`config.mk`:
```
export PLATFORM = sky130hd
export DESIGN_NAME = conv_loop_controller
export DESIGN_NICKNAME = d
export VERILOG_FILES = /design/src/rtl/conv_ctrl_pkg.sv /design/src/rtl/ctrl_delay_line.sv /design/src/rtl/conv_loop_controller.sv
export SDC_FILE = /design/constraint.sdc
export NUM_CORES = 1
export LEC_CHECK = 0
export ABC_AREA = 0
export CAP_MARGIN = 25
export CORE_ASPECT_RATIO = 1.25
export CORE_MARGIN = 5
export CORE_UTILIZATION = 63
export DETAILED_ROUTE_END_ITERATION = 12
export PLACE_DENSITY = 0.9
export SLEW_MARGIN = 30
export SYNTH_ARGS = -nofsm -noshare
export SYNTH_HDL_FRONTEND = slang
export SYNTH_SLANG_ARGS = --single-unit
```
`constraint.sdc`:
```
create_clock -name clk -period 5.7 [get_ports clk]
set_input_delay 0.57 -clock clk [delete_from_list [all_inputs] [get_ports clk]]
set_output_delay 0.57 -clock clk [all_outputs]
set_load 0.02 [all_outputs]
```
`src/rtl/conv_ctrl_pkg.sv`:
```
// Shared types and helpers for the convolution loop controller.
package conv_ctrl_pkg;

    localparam int unsigned TAP_IDX_W = 16;

    typedef enum logic [2:0] {IDLE, LOAD_W, MAC, DRAIN, DONE} fsm_state_t;

    typedef logic [31:0] coord_t;

    // Untruncated partial-sum address; callers cut it to the memory address width.
    function automatic logic [63:0] psum_addr(input coord_t x, input coord_t y, input coord_t ch,
                                              input int unsigned width,
                                              input int unsigned nb_ch);
        return ((64'(y) * 64'(width)) + 64'(x)) * 64'(nb_ch) + 64'(ch);
    endfunction

endpackage

```
`src/rtl/ctrl_delay_line.sv`:
```
// Resettable fixed-latency shift register carrying write-back strobes, coordinates and address.
module ctrl_delay_line #(
    parameter int unsigned WIDTH = 8,
    parameter int unsigned DEPTH = 1
) (
    input  logic             clk,
    input  logic             rst_n,
    input  logic [WIDTH-1:0] din,
    output logic [WIDTH-1:0] dout
);

    logic [DEPTH-1:0][WIDTH-1:0] stage;

    always_ff @(posedge clk or negedge rst_n) begin
        if (!rst_n) begin
            stage <= '0;
        end else begin
            stage[0] <= din;
            for (int i = 1; i < DEPTH; i++) begin
                stage[i] <= stage[i-1];
            end
        end
    end

    assign dout = stage[DEPTH-1];

endmodule

```
`src/rtl/conv_loop_controller.sv`:
```
// Convolution loop sequencer: ch_in/ch_out/y/x/ky/kx walk, operand handshake and MAC/psum strobes.
// Optional feature: define CONV_ZERO_PAD_EN to generate padding taps internally.
module conv_loop_controller
    import conv_ctrl_pkg::*;
#(
    parameter int unsigned LOG2_OF_MEM_HEIGHT = 20,
    parameter int unsigned FEATURE_MAP_WIDTH  = 64,
    parameter int unsigned FEATURE_MAP_HEIGHT = 64,
    parameter int unsigned INPUT_NB_CHANNELS  = 32,
    parameter int unsigned OUTPUT_NB_CHANNELS = 32,
    parameter int unsigned KERNEL_SIZE        = 3,
    parameter int unsigned MAC_PIPE_DEPTH     = 5
) (
    input  logic                          clk,
    input  logic                          arst_n_in,
    input  logic                          start,
    output logic                          running,
    output logic                          done,
    input  logic                          valid,
    output logic                          ready,
    output logic                          write_w,
    output logic [TAP_IDX_W-1:0]          w_idx,
    output logic                          write_a,
    output logic                          mac_valid,
    output logic                          mac_zero,
    output logic                          mac_accumulate_with_0,
    output logic                          mem_re,
    output logic [LOG2_OF_MEM_HEIGHT-1:0] mem_read_addr,
    output logic                          mem_we,
    output logic [LOG2_OF_MEM_HEIGHT-1:0] mem_write_addr,
    output logic                          output_valid,
    output logic [31:0]                   output_x,
    output logic [31:0]                   output_y,
    output logic [31:0]                   output_ch
);

    localparam int unsigned KK   = KERNEL_SIZE * KERNEL_SIZE;
    localparam int unsigned AW   = LOG2_OF_MEM_HEIGHT;
    localparam int unsigned DL_W = 2 + 3 * 32 + AW;

    fsm_state_t           state;
    coord_t               ci, co, y, x, ky, kx;
    logic [TAP_IDX_W-1:0] w_cnt;
    logic [31:0]          drain_cnt;
    logic                 is_pad, tap_first, tap_last, pair_last, fire_last;
    logic [AW-1:0]        cur_addr;
    logic [DL_W-1:0]      dl_in, dl_out;

`ifdef CONV_ZERO_PAD_EN
    localparam int unsigned PAD = (KERNEL_SIZE - 1) / 2;
    // Unsigned form of "y+ky-P outside [0,H)" avoids negative intermediates.
    assign is_pad = (y + ky < PAD) || (y + ky >= FEATURE_MAP_HEIGHT + PAD) ||
                    (x + kx < PAD) || (x + kx >= FEATURE_MAP_WIDTH + PAD);
`else
    assign is_pad = 1'b0;
`endif

    assign tap_first = (ky == '0) && (kx == '0);
    assign tap_last  = (ky == KERNEL_SIZE - 1) && (kx == KERNEL_SIZE - 1);
    assign pair_last = (ci == INPUT_NB_CHANNELS - 1) && (co == OUTPUT_NB_CHANNELS - 1);

    assign running   = (state != IDLE);
    assign done      = (state == DONE);
    assign w_idx     = w_cnt;
    assign ready     = (state == LOAD_W) || ((state == MAC) && !is_pad);
    assign write_w   = (state == LOAD_W) && valid;
    assign write_a   = (state == MAC) && !is_pad && valid;
    assign mac_valid = (state == MAC) && (is_pad || valid);
    assign mac_zero  = mac_valid && is_pad;

    assign mac_accumulate_with_0 = mac_valid && tap_first && (ci == '0);
    assign mem_re                = mac_valid && tap_first && (ci != '0);

    assign cur_addr      = AW'(psum_addr(x, y, co, FEATURE_MAP_WIDTH, OUTPUT_NB_CHANNELS));
    assign mem_read_addr = mem_re ? cur_addr : '0;

    // Payload is zeroed when idle so that all outputs rest at 0 between strobes.
    assign fire_last = mac_valid && tap_last;
    assign dl_in     = fire_last ? {ci != INPUT_NB_CHANNELS - 1, ci == INPUT_NB_CHANNELS - 1,
                                    x, y, co, cur_addr} : '0;

    ctrl_delay_line #(
        .WIDTH(DL_W),
        .DEPTH(MAC_PIPE_DEPTH)
    ) u_delay (
        .clk  (clk),
        .rst_n(arst_n_in),
        .din  (dl_in),
        .dout (dl_out)
    );

    assign {mem_we, output_valid, output_x, output_y, output_ch, mem_write_addr} = dl_out;

    always_ff @(posedge clk or negedge arst_n_in) begin
        if (!arst_n_in) begin
            state     <= IDLE;
            ci        <= '0;
            co        <= '0;
            y         <= '0;
            x         <= '0;
            ky        <= '0;
            kx        <= '0;
            w_cnt     <= '0;
            drain_cnt <= '0;
        end else begin
            unique case (state)
                IDLE: if (start) state <= LOAD_W;
                LOAD_W: begin
                    if (valid) begin
                        if (w_cnt == TAP_IDX_W'(KK - 1)) begin
                            w_cnt <= '0;
                            state <= MAC;
                        end else begin
                            w_cnt <= w_cnt + 1'b1;
                        end
                    end
                end
                MAC: begin
                    if (mac_valid) begin
                        kx <= kx + 1;
                        if (kx == KERNEL_SIZE - 1) begin
                            kx <= '0;
                            ky <= ky + 1;
                            if (ky == KERNEL_SIZE - 1) begin
                                ky <= '0;
                                x  <= x + 1;
                                if (x == FEATURE_MAP_WIDTH - 1) begin
                                    x <= '0;
                                    y <= y + 1;
                                    if (y == FEATURE_MAP_HEIGHT - 1) begin
                                        y     <= '0;
                                        co    <= co + 1;
                                        state <= pair_last ? DRAIN : LOAD_W;
                                        if (co == OUTPUT_NB_CHANNELS - 1) begin
                                            co <= '0;
                                            ci <= (ci == INPUT_NB_CHANNELS - 1) ? '0 : ci + 1;
                                        end
                                    end
                                end
                            end
                        end
                    end
                end
                DRAIN: begin
                    if (drain_cnt == MAC_PIPE_DEPTH - 1) begin
                        drain_cnt <= '0;
                        state     <= DONE;
                    end else begin
                        drain_cnt <= drain_cnt + 1;
                    end
                end
                DONE:    state <= IDLE;
                default: state <= IDLE;
            endcase
        end
    end

endmodule

```
==> key figures <==
Run status
  – Status: complete, no violations

Global routing
  – First-pass GRT wire length: between 100 and 150 mm
  – Tot GR Track Use: 26.5%
  – Number of global-route vias before repair: 18608
  – Antenna violations before repair: 1
  – Global route overflow: 0
  – Largest net degree at the start of global routing: roughly 200

Clock network
  – CTS sink cnt: between 800 and 900
  – Clk_lat worst skew: between 0.6 and 0.7 ns
  – Number of H-tree levels: 3
  – Post-CTS Setup Bufs: 0
  – Post-CTS sizing: 0
  – CTS tree: yes
  – CTS Buf Count: 73
  – CTS root buf: clkbuf_16
  – Clock Path Buffers: 3
  – Worst-path clk slew: about 0.07 ns
  – Hold Buf Count CTS: 1

STA
  – Hold WS: about 0.33 ns
  – RSZ-0062 raised after global routing: no
  – Min Clock Period, post-route: 5.43 ns
  – Max_slew headroom: between 30% and 40%
  – Final Cycle Share: between 90 and 100%
  – Fin. max-slew vios: 0
  – Setup TNS: 0 ns
  – Worst-case clock skew: between 0.03 and 0.04 ns
  – Worst setup margin: approximately 0.27 ns
  – Worst-margin pin slew: roughly 0.9 ns
  – Max Fclk: between 150 and 200 MHz
  – # setup viols final: 0
  – Final hold violations: 0

Floorplan
  – Initial Util: between 60% and 70%
  – Die width: 201 µm
  – Die Area: 0.0502 mm²
  – Cell Rows: between 80 and 90
  – Die height: approximately 250 µm
  – Core Area: 0.0452 mm²
  – I/O pin cnt: between 150 and 200

Placed design
  – DP HPWL: 38.4 mm
  – GPL Wtd Cong: ~0.90
  – Pre-CTS WS: about 0.96 ns
  – DP Area: a little over 0.03 mm²
  – IO Port Bufs: 165

Flow run
  – Max-cap violation count: 0

Layout
  – Synth-to-Final Area Change: 14.3%
  – NumNets Final: 2343
  – Fill cells: 2545
  – Share of cells above drive strength 1: slightly below 7%
  – Cell area after layout: 0.0330 mm²

Worst hold path
  – Worst Hold Class: register to register
  – Hold Path Origin: u_delay.stage[225]

Logic synthesis
  – Post-synth EDFFs: 0
  – Synth Area per Inst: roughly 13 µm²
  – Main synth FF type: dfrtp_1
  – Seq cells post-synth: between 800 and 900
  – Mapped Cells: approximately 2200
  – Synth async-reset ratio: between 90% and 100%
  – Post-synth cell types: between 50 and 60
  – Cell area after synthesis: a little under 0.03 mm²
  – Syn Nets: between 2000 and 2500
  – Synthesis Warnings: 0
  – Seq/Total Area, Yosys: between 70% and 80%

Pwr
  – Switching part of the total: roughly 23%
  – Total power: roughly 12 mW
  – Cell area power density: roughly 350 mW/mm²
  – Share of power burned in registers: about half
  – Internal cell power: approximately 9 mW
  – Max VDD drop: ~0.00024 V
  – Pleak: roughly 16 nW
  – Sw Pwr: about 2.6 mW
  – Clock share of power: about 45%
  – Comb pwr share: roughly 4.7%

Detailed routing
  – Routed vias: around 18000
  – DRT iter0 DRCs: about 1600
  – DR pass1 iterations: 8
  – Routed vias/inst: 6.01
  – DRC Markers: 0
  – Remaining antenna violation count after routing: 0
  – DR WL/cell: about 22 µm
  – Routed wire length: 65.4 mm

Setup path
  – Setup crit start kind: register
  – Critical path peak fanout: 9
  – RR Startpoint: ky[10]
  – Crit path DAT: between 4 and 5 ns
  – Required @ worst endpoint: approximately 5.1 ns
  – CP Capture Type: output pin
  – Worst Setup SP: x[6]
  – Crit Path Category: register to output pin
==> final timing paths <==
| check | to | slack [ns] | depth (start not counted) |
|---|---|---|---|
| max | mem_read_addr[19] | 0.27 | 13 |
| min | u_delay.stage[343] | 0.33 | 0 |
| max reg2reg | y[9] | 1.82 | 8 |
| min reg2reg | u_delay.stage[343] | 0.33 | 0 |
| max in group asynchronous | u_delay.stage[231] | 3.79 | 4 |
| min in group asynchronous | u_delay.stage[123] | 0.51 | 2 |
==> flip-flops by register name (all words and copies together) (netlist names) <==
| name | flops |
|---|---|
| co | 32 |
| kx | 32 |
| u_delay.stage | 452 |
| x | 32 |
| state | 3 |
| drain_cnt | 32 |
| ky | 32 |
| u_delay.dout | 113 |
| y | 32 |
| w_idx | 16 |
| ci | 32 |
==> metrics by stage <==
stage          util (%)  instances
2_1_floorplan         -       2219
3_3_place_gp       67.0       2799
3_5_place_dp       67.0       2799
4_1_cts            72.8       2935
5_1_grt            73.0       2937
6_report           73.0       2938
==> layer usage <==
| layer | global-route usage (%) | vias to the layer above | share of wire, % |
|---|---|---|---|
| li1 | - | 7654 | - |
| met3 | 4.14 | 213 | 5.4 |
| met4 | 11.7 | 2 | 4.5 |
| met1 | 32.9 | 8979 | 37 |
| met5 | 0 | - | 0.017 |
| met2 | 46.4 | 816 | 53 |
==> area by class of cell <==
type	count	area (µm²)	share of cell area, %
inverter	41	154	0.467
timing repair buffer	182	1880	5.70
sequential	808	20200	61.3
multi-input combinational	1193	7380	22.4
tap	578	723	2.19
clock buffer	98	2100	6.38
clock inverter	37	517	1.57
antenna	1	2.50	0.00759
==> cells in the final DEF, fill, tap and decap left out, drive strengths merged, types with 5 or more instances in the layout <==
cell,n
dfrtp,808
clkdlybuf4s50,164
nor2,145
and3,138
nand2,133
xnor2,124
nand3,118
o21ai,99
clkbuf,98
xor2,57
nand4,57
nor4,54
o31ai,45
inv,43
ha,38
nor3,37
a21oi,21
clkinv,18
buf,17
nor2b,15
and4,15
a31oi,15
and2,14
or3,11
nand2b,10
bufinv,10
clkinvlp,7
or2,6
nand3b,5
==> logic make-up (layout without fill, tap and decap cells) <==
family          after synthesis  in the layout  share of synthesized area [%]
flops                       808            808                           70.1
simple gates                765            765                           13.8
buf+inv                     218            358                           4.47
compound gates              204            204                           4.27
xor+xnor                    181            181                           5.49
fa+ha+maj                    40             40                           1.79
mux                           2              2                         0.0737
other cells                   1              2                         0.0130
==> Yosys cell counts, types with 3 or more instances <==
cell type,count,area share [%]
nor4b_1,3,0.091
nand2_1,132,1.7
and3_1,138,3.0
ha_1,38,1.6
o21ai_0,99,1.7
a31oi_1,15,0.33
xnor2_1,124,3.8
buf_6,3,0.12
a21oi_1,21,0.36
and4_1,15,0.46
nand3b_1,5,0.13
o31ai_1,45,1.2
nand2b_1,10,0.22
or2_2,4,0.087
inv_1,40,0.52
nor2_1,145,1.9
xor2_1,57,1.7
nand4_1,57,1.2
or3_1,11,0.24
clkbuf_1,54,0.70
nor2b_1,15,0.33
nor3_1,36,0.62
a21o_1,3,0.078
and2_1,14,0.30
buf_4,119,3.1
nor4_1,52,1.1
a41oi_1,3,0.091
nand3_1,118,2.0
dfrtp_1,808,70
o41ai_1,3,0.091
==> critical path, cell delays in order, from the launching register on <==
cell and delay, ns:
dfrtp_1 0.50, ha_1 0.24, inv_1 0.06, fa_1 0.47
inv_1 0.04, ha_1 0.35, a21o_1 0.23, or3_1 0.33
o31ai_1 0.26, o21ai_0 0.20, o41ai_1 0.47, xnor2_1 0.18
nor2_1 0.24, clkdlybuf4s50_1 0.67
==> power groups by stage <==
stage / sequential [mW] / clock, mW / combinational (mW)
final: 5.89 / 5.26 / 0.552
after global routing: 5.90 / 5.59 / 0.628
after CTS: 5.89 / 5.33 / 0.554
after detailed placement: 5.99 / 0 / 0.545
after global placement: 5.98 / 0 / 0.520
after floorplan: 5.98 / 0 / 0.292
Note: power is estimated with default switching activity, not from simulation.
